### src/rtl/fetch_stage.sv
// Instruction-fetch front end: steps the PC, issues synchronous imem reads,
// buffers returned instructions with their PC and hands them to decode.
module fetch_stage #(
  parameter int unsigned N       = 32,
  parameter int unsigned INSTR_W = 32,
  parameter int unsigned DEPTH   = 2,
  parameter int unsigned PC_STEP = 4
) (
  input  logic                     clk,
  input  logic                     clr,
  input  logic [N-1:0]             pc_cur,
  output logic [N-1:0]             pc_next,
  output logic                     pc_load,
  output logic                     imem_req,
  output logic [N-1:0]             imem_addr,
  input  logic [INSTR_W-1:0]       imem_rdata,
  input  logic                     redirect_valid,
  input  logic [N-1:0]             redirect_target,
  output logic                     id_valid,
  input  logic                     id_ready,
  output logic [INSTR_W-1:0]       id_instr,
  output logic [N-1:0]             id_pc,
  output logic [$clog2(DEPTH):0]   fb_count
);

  localparam int unsigned PW  = $clog2(DEPTH);
  localparam int unsigned CW  = PW + 1;
  localparam int unsigned CW1 = CW + 1;

  // Fetch buffer storage and bookkeeping
  logic [INSTR_W-1:0] buf_instr [DEPTH];
  logic [N-1:0]       buf_pc    [DEPTH];
  logic [PW-1:0]      wr_ptr, rd_ptr;
  logic [CW-1:0]      count;
  logic               inflight;
  logic [N-1:0]       inflight_pc;

  // Next-state values
  logic [PW-1:0]      wr_ptr_d, rd_ptr_d;
  logic [CW-1:0]      count_d;
  logic               inflight_d;
  logic [N-1:0]       inflight_pc_d;

  // Handshake / credit terms
  logic               pop_c;
  logic               push_c;
  logic               issue_c;
  logic [CW1-1:0]     credit_c;

  // Pop, push and issue decisions; a redirect suppresses all three
  always_comb begin
    pop_c    = 1'b0;
    push_c   = 1'b0;
    issue_c  = 1'b0;
    credit_c = '0;
    pop_c    = (count != '0) & id_ready & ~redirect_valid;
    push_c   = inflight & ~redirect_valid;
    // Pop implies count >= 1, so this never underflows
    credit_c = CW1'(count) + CW1'(inflight) - CW1'(pop_c);
    issue_c  = ~redirect_valid & (credit_c < CW1'(DEPTH));
  end

  // PC / imem drive; everything forced low while in reset
  always_comb begin
    pc_load   = 1'b0;
    pc_next   = '0;
    imem_req  = 1'b0;
    imem_addr = '0;
    if (clr) begin
      imem_addr = pc_cur;
      imem_req  = issue_c;
      if (redirect_valid) begin
        pc_load = 1'b1;
        pc_next = redirect_target;
      end else begin
        pc_load = issue_c;
        pc_next = pc_cur + N'(PC_STEP);
      end
    end
  end

  // Next-state for pointers, occupancy and the in-flight tracker
  always_comb begin
    wr_ptr_d      = wr_ptr;
    rd_ptr_d      = rd_ptr;
    count_d       = count;
    inflight_d    = 1'b0;
    inflight_pc_d = inflight_pc;
    if (redirect_valid) begin
      // Flush: drop buffered entries and the outstanding response
      count_d    = '0;
      rd_ptr_d   = wr_ptr;
      inflight_d = 1'b0;
    end else begin
      if (push_c) wr_ptr_d = wr_ptr + PW'(1);
      if (pop_c)  rd_ptr_d = rd_ptr + PW'(1);
      count_d    = count + CW'(push_c) - CW'(pop_c);
      inflight_d = issue_c;
      if (issue_c) inflight_pc_d = pc_cur;
    end
  end

  // Control state register
  always_ff @(posedge clk or negedge clr) begin
    if (!clr) begin
      wr_ptr      <= '0;
      rd_ptr      <= '0;
      count       <= '0;
      inflight    <= 1'b0;
      inflight_pc <= '0;
    end else begin
      wr_ptr      <= wr_ptr_d;
      rd_ptr      <= rd_ptr_d;
      count       <= count_d;
      inflight    <= inflight_d;
      inflight_pc <= inflight_pc_d;
    end
  end

  // Buffer write of the returning response at the write pointer
  always_ff @(posedge clk or negedge clr) begin
    if (!clr) begin
      for (int i = 0; i < DEPTH; i++) begin
        buf_instr[i] <= '0;
        buf_pc[i]    <= '0;
      end
    end else if (push_c) begin
      buf_instr[wr_ptr] <= imem_rdata;
      buf_pc[wr_ptr]    <= inflight_pc;
    end
  end

  // Decode-side view of the head entry; no bypass from imem_rdata
  always_comb begin
    id_valid = (count != '0);
    id_instr = buf_instr[rd_ptr];
    id_pc    = buf_pc[rd_ptr];
    fb_count = count;
  end

endmodule
### config.mk
export PLATFORM = sky130hd
export DESIGN_NAME = fetch_stage
export DESIGN_NICKNAME = d
export VERILOG_FILES = /design/src/rtl/fetch_stage.sv
export SDC_FILE = /design/constraint.sdc
export NUM_CORES = 1
export LEC_CHECK = 0
export BUFFER_PORTS_ARGS = -buffer_cell sky130_fd_sc_hd__buf_2
export CELL_PAD_IN_SITES_DETAIL_PLACEMENT = 0
export CELL_PAD_IN_SITES_GLOBAL_PLACEMENT = 1
export CORE_UTILIZATION = 41
export DETAILED_ROUTE_END_ITERATION = 8
export PLACE_DENSITY = 0.82
export SYNTH_ARGS = -nofsm -noshare
export SYNTH_HDL_FRONTEND = slang
export SYNTH_SLANG_ARGS = --single-unit
### constraint.sdc
create_clock -name clk -period 4.3 [get_ports clk]
set_clock_uncertainty 0.15 [all_clocks]
set_input_delay 0 -clock clk [delete_from_list [all_inputs] [get_ports clk]]
set_output_delay 0 -clock clk [all_outputs]
set_load 0.02 [all_outputs]
# Word level (Yosys, flattened, before mapping)
# Index checks and enable logic that the tools add are counted.
[word_totals]
rom_bits = 0
out_inout_bits = 133
wordCells = 52
ram_bits = 0
memories = 0
inputBits = 100
latchBits = 0
reg_bits = 165
[classes]
n_reduce_logical = 5
n_div = 0
mul = 0
bitwise = 7
eq_ne = 0
n_shift = 0
n_addsub = 7
muxes = 20
order_cmp = 4
[op_table]
columns = ["cell", "n"]
rows = [
  ["$mux 32", 10],
  ["$bwmux 64", 2],
  ["$add 32x3->32 const B", 1],
  ["$demux 32 s1", 1],
  ["$mux 1", 6],
  ["$and 1x1->1", 4],
  ["$ge 2x2->1 const B", 2],
  ["$not 1->2", 2],
  ["$reduce_and 2->1", 2],
  ["$reduce_bool 2->1", 2],
  ["$add 2x1->3", 1],
  ["$lt 3x2->1 const B", 1],
  ["$sub 3x1->3", 1],
  ["$add 1x1->1 const B", 2],
  ["$add 2x1->2", 1],
  ["$lt 2x1->1 const B", 1],
  ["$mux 2", 1],
  ["$sub 2x1->2", 1],
  ["$logic_and 1x1->1", 1],
  ["$not 1->1", 1],
]

# Depth between registers and ports, before layout
[depth]
word_depth = 8
depth_mapped = 11
ltp_nobuf = 10

# Worst setup path after synthesis
# No wires, ideal clock.
[synth_timing]
path_type = "flip-flop to flip-flop"
start = "register count[1], in the netlist fb_count[1]"
end = "register inflight_pc[11]"
t_arrival_ns = 2.991
synth_period_minus_slack_ns = 3.266
required_time_ns = 4.025
path_stages_with_launch = 11
path_buffers = 1
setup_time_ns = 0.125
path_slack_ns = 1.034
cell_sequence = "dfrtp_1 -> or2_2 -> nand2_1 -> nor2_1 -> ha_1 -> nand2b_1 -> fa_1 -> xnor2_1 -> nand3_1 -> clkbuf_1 -> mux2_2"
[synth_via]
elab_chain_len = 7
word_cells_on_any_way = 8
classes_between = "add/sub (2); order compare (1); bitwise (3); reduce/logical (2)"
[synth_rtl]
columns = ["item", "line_no", "text"]
rows = [
  ["from (decl)", "34", "logic [CW-1:0] count;"],
  ["from (signal assigned)", "114", "count <= count_d;"],
  ["$reduce_bool 2->1", "--", ""],
  ["net id_valid", "19", "output logic id_valid,"],
  ["$and 1x1->1 (2 in a row)", "56", "pop_c = (count != '0) & id_ready & ~redirect_valid;"],
  ["$sub 3x1->3", "59", "credit_c = CW1'(count) + CW1'(inflight) - CW1'(pop_c);"],
  ["$lt 3x2->1", "60", "issue_c = ~redirect_valid & (credit_c < CW1'(DEPTH));"],
  ["$and 1x1->1", "60", ""],
  ["$reduce_and 2->1 (no source line)", "--", ""],
  ["to (signal assigned)", "116", "inflight_pc <= inflight_pc_d;"],
  ["to (decl)", "36", "logic [N-1:0] inflight_pc;"],
]
# The timed path passes the listed nets, and every way through them passes these cells.
# A chain may end at the register's enable or synchronous reset.

# Worst setup path in the final report
[layout_timing]
start = "register count[1], in the netlist fb_count[1]"
end = "output imem_req"
[layout_via]
elab_chain_len = 7
word_cells_on_any_way = 8
classes_between = "add/sub (2); order compare (1); mux (1); bitwise (3); reduce/logical (1)"
[layout_rtl]
columns = ["item", "line_no", "text"]
rows = [
  ["$reduce_bool 2->1", "56", ""],
  ["$and 1x1->1 (2 in a row)", "56", ""],
  ["$sub 3x1->3 (*)", "59", ""],
  ["$lt 3x2->1 (*)", "60", ""],
  ["$and 1x1->1 (*)", "60", ""],
  ["$mux 1 (*)", "69", "if (clr) begin"],
  ["to (decl)", "14", "output logic imem_req,"],
]
# Every way passes the cells marked *; elsewhere a longest branch is shown, timed or not.

==> results list <==
- Post-synth design cell area: 0.00829 sq mm
- After clock tree synthesis, the clock-pin slew on the worst setup and hold paths is 60 ps.
- Fraction of layout cells with a size suffix above 1: 52.6%
- Post-synth net total: 761
- Number of library cell types mapped by synthesis: 43
- Fraction of power consumed by sequential logic: 37.5%
* Post-synthesis sequential area ratio: 49.8%
* # clock sinks: 165
- I/O pin count: 233
- Maximum buffer depth of the clock tree: 2
- In the final routed layout, each cell accounts on average for 17.0 um.
* Clock root buffer: sky130_fd_sc_hd__clkbuf_16
- Number of nets in the layout: 1043
- Synthesis-to-finish area growth: 31.5%
* Number of global-route vias before repair: 6326
- Clock tree synthesis inserted a total of 17 buffers.
* Share of the clock period used by the worst path: 74.8%
- TritonCTS built the clock tree.
- The number of antenna violations at the first check in global routing was 1.
- Crit path time final: 3210 ps
* Number of storage elements in the synthesis netlist: 165
- Once layout is done, the placed cells without fillers occupy 0.0109 sq mm.
- The clock network burns 19.0% of the power.
* Max Fanout on Critical Path: 12
- Max-cap violations in this run came to 0.
* Timing startpoint of the critical path: fb_count[1]
- For this run, the top clock speed supported by timing is 311 MHz.
* Crit path kind: reg -> out
- Vias per cell: 5.16
- Layout fillers: 1735
* Wire length after detailed routing: 20700 um
* # resized after CTS: 0
- Share of the synthesized area in the top cell type: 49.8%
* First-pass GRT wire length: 32600 um
- Number of warnings printed during yosys synthesis: 0
- The floorplan has 51 rows.
* Final Hold Violating Endpoints: 0
* Global route overflow: 0
- Most common cell in the netlist: sky130_fd_sc_hd__mux2_2
* Worst ir drop on vdd: 0.278 mV
* Antenna diode count: 0
- By area the synthesized netlist is led by sky130_fd_sc_hd__dfrtp_1 (50%), sky130_fd_sc_hd__mux2_2 (30%), sky130_fd_sc_hd__and2_1 (2.1%).
- Overall die height: 144 um
- The path class of the tightest hold or removal check is in -> async.
- Each instance of the synthesized netlist takes up on average 12.6 sq um.
- Worst r2r src: fb_count[1]
- For the pin with the worst max-slew slack, the measured transition is 1050 ps.
* Pin count of the biggest net entering global routing: 106
- Top_reg_cell synth: sky130_fd_sc_hd__dfrtp_1
- Setup crit start kind: flop
* Required arrival time at the worst endpoint: 4150 ps
- After detailed routing, the number of remaining DRC violations is 0.
- Data arrival time at the worst-slack endpoint: 3060 ps
- Crit path setup slack, layout: 1090 ps
* Overall track demand over capacity in global routing: 20.3%
- Combinational logic is responsible for 43.5% of the overall power.
- Buffers placed on the I/O ports in this run total 232.
- Die area: 0.0208 sq mm
- Buffers inserted during post-CTS setup optimization: 0
- The floorplan step set the die width to 144 um.
- Detailed-routing iteration count for the pre-antenna-repair pass: 4
* Routed vias: 6269
* Clock latency on the worst-skew pair: 410 ps
- The largest total area in the synthesized netlist belongs to sky130_fd_sc_hd__dfrtp_1.
- Final HPWL from detailed placement: 13600 um
- Unrepaired setup endpoints after global routing: false
- Net switching is 35.8% of the power.
- Post-route antenna net violation count: 0
* Pre-CTS worst setup slack: 1070 ps
* Post-Route Setup TNS: 0 ps
- The internal power of the cells totals 4.95 mW.
* Leakage power: 4.91 nW
- The run finished with clean final reports.
- In the synthesized netlist the async set-or-reset flop fraction comes to 100%.
- For this design the ratio of total power to cell area is 707 mW/mm^2.
* Top cells by count, synth: sky130_fd_sc_hd__mux2_2 (221), sky130_fd_sc_hd__dfrtp_1 (165), sky130_fd_sc_hd__clkbuf_1 (29)
- Net switching power of the design: 2.76 mW
* Standard cell core area: 0.0197 sq mm
- Synthesized instance count: 656
- Summing all placed instances gives a cell area of 0.00965 sq mm.
* Normalized max-slew margin: 29.9%
* Effective utilization at floorplan: 42.2%
* Final Core Density: 55.5%
- Setup violations remaining at the end of the flow were counted as 0.
- Final estimated routing congestion in global placement: 0.768
- DRT iter0 DRCs: 220
* Pins Over Slew Limit: 0
- Total Power Consumption: 7.71 mW
* EDFF count, synth: 0
- The H-tree was split into 4 levels.
* Critical path capture point type: output port
[final timing paths]
path                                        end  slack (ps)  cells past startpoint
worst max-delay path                   imem_req        1090                     10
worst min-delay path              buf_instr[42]          80                      2
worst max register to register  inflight_pc[21]        1090                     10
worst min register to register       buf_pc[21]         350                      1
max in group asynchronous                rd_ptr        2830                      3
min in group clk                     pc_next[4]         220                      4
[critical path: stages, from the launching register on]
cell,delay (ps)
sky130_fd_sc_hd__dfrtp_1,450
sky130_fd_sc_hd__or2_2,320
sky130_fd_sc_hd__nand2_1,110
sky130_fd_sc_hd__nor2_1,70
sky130_fd_sc_hd__ha_1,280
sky130_fd_sc_hd__nand2b_1,150
sky130_fd_sc_hd__fa_1,380
sky130_fd_sc_hd__xnor2_1,220
sky130_fd_sc_hd__nand3_2,280
sky130_fd_sc_hd__nor2_1,190
sky130_fd_sc_hd__buf_2,200
[timing repair]
| item | 4_1_cts | 5_1_grt |
|---|---|---|
| hold buffers | 68 | 0 |
| endpoints found under the hold margin | 168 | 0 |
| endpoints found under the setup margin | 0 | 0 |
[through the flow]
| stage | hold slack (ps) | cells |
|---|---|---|
| floorplan | -446 | 656 |
| finish | 78.5 | 1215 |
| global route | 125 | 1215 |
| detailed placement | -23.7 | 1116 |
| CTS | 91.2 | 1215 |
| global placement | -29.6 | 1116 |
[power by group through the flow]
stage / Combinational (mW) / Sequential, mW / Clock [mW]
final: 3.35 / 2.89 / 1.46
after global routing: 3.64 / 3.02 / 1.55
after CTS: 3.39 / 2.91 / 1.50
after detailed placement: 3.32 / 2.93 / 0
after global placement: 3.27 / 2.89 / 0
after floorplan: 2.55 / 2.65 / 0
[layout by cell type (no fill, tap or decap), types with 5 or more instances in the layout]
cell / count
sky130_fd_sc_hd__mux2i_1: 5
sky130_fd_sc_hd__and2_1: 28
sky130_fd_sc_hd__dlygate4sd3_1: 68
sky130_fd_sc_hd__clkbuf_16: 17
sky130_fd_sc_hd__or4_1: 11
sky130_fd_sc_hd__nor4_1: 6
sky130_fd_sc_hd__nand4_1: 5
sky130_fd_sc_hd__inv_1: 7
sky130_fd_sc_hd__mux2_2: 221
sky130_fd_sc_hd__o31ai_1: 11
sky130_fd_sc_hd__nor3_1: 5
sky130_fd_sc_hd__buf_4: 5
sky130_fd_sc_hd__xor2_1: 6
sky130_fd_sc_hd__nand2_1: 15
sky130_fd_sc_hd__a21oi_1: 6
sky130_fd_sc_hd__buf_2: 231
sky130_fd_sc_hd__xnor2_1: 10
sky130_fd_sc_hd__dfrtp_1: 164
sky130_fd_sc_hd__o21ai_0: 27
sky130_fd_sc_hd__a31oi_1: 13
sky130_fd_sc_hd__a211oi_1: 8
sky130_fd_sc_hd__nand3_1: 13
sky130_fd_sc_hd__nor2_1: 18
[area by class of cell]
| class | count | area, sq um | area share, % |
|---|---|---|---|
| Clock buffer | 19 | 443 | 4.06 |
| Clock inverter | 12 | 131 | 1.21 |
| Inverter | 8 | 30.0 | 0.275 |
| Multi-Input combinational cell | 440 | 3930 | 36.0 |
| Sequential cell | 165 | 4130 | 37.9 |
| Tap cell | 265 | 332 | 3.04 |
| Timing Repair Buffer | 306 | 1910 | 17.5 |
[per-layer routing]
layer | share of wire, % | vias up | GRT usage [%]
li1 | - | 2969 | -
met1 | 45 | 3088 | 26.1
met2 | 47 | 192 | 34.0
met3 | 6.5 | 20 | 5.00
met4 | 1.2 | 0 | 5.54
met5 | 0 | - | 0
[registers in the layout (all words and copies together) (netlist names)]
name	flops
buf_pc	64
fb_count	2
wr_ptr	1
inflight	1
buf_instr	64
rd_ptr	1
inflight_pc	32
[logic make-up (layout without fill, tap and decap cells)]
group,count (synthesis),in the layout,share of synthesized area (%)
xor gates and xnor gates,16,16,1.69
and+or+nand+nor,125,125,8.84
muxes,226,226,30.6
AOI/OAI and AO/OA,68,68,5.04
DFF,165,165,49.8
buffers and inverters,51,345,3.15
adders and majority gates,5,5,0.845
Power figures use the tool's default switching activity.
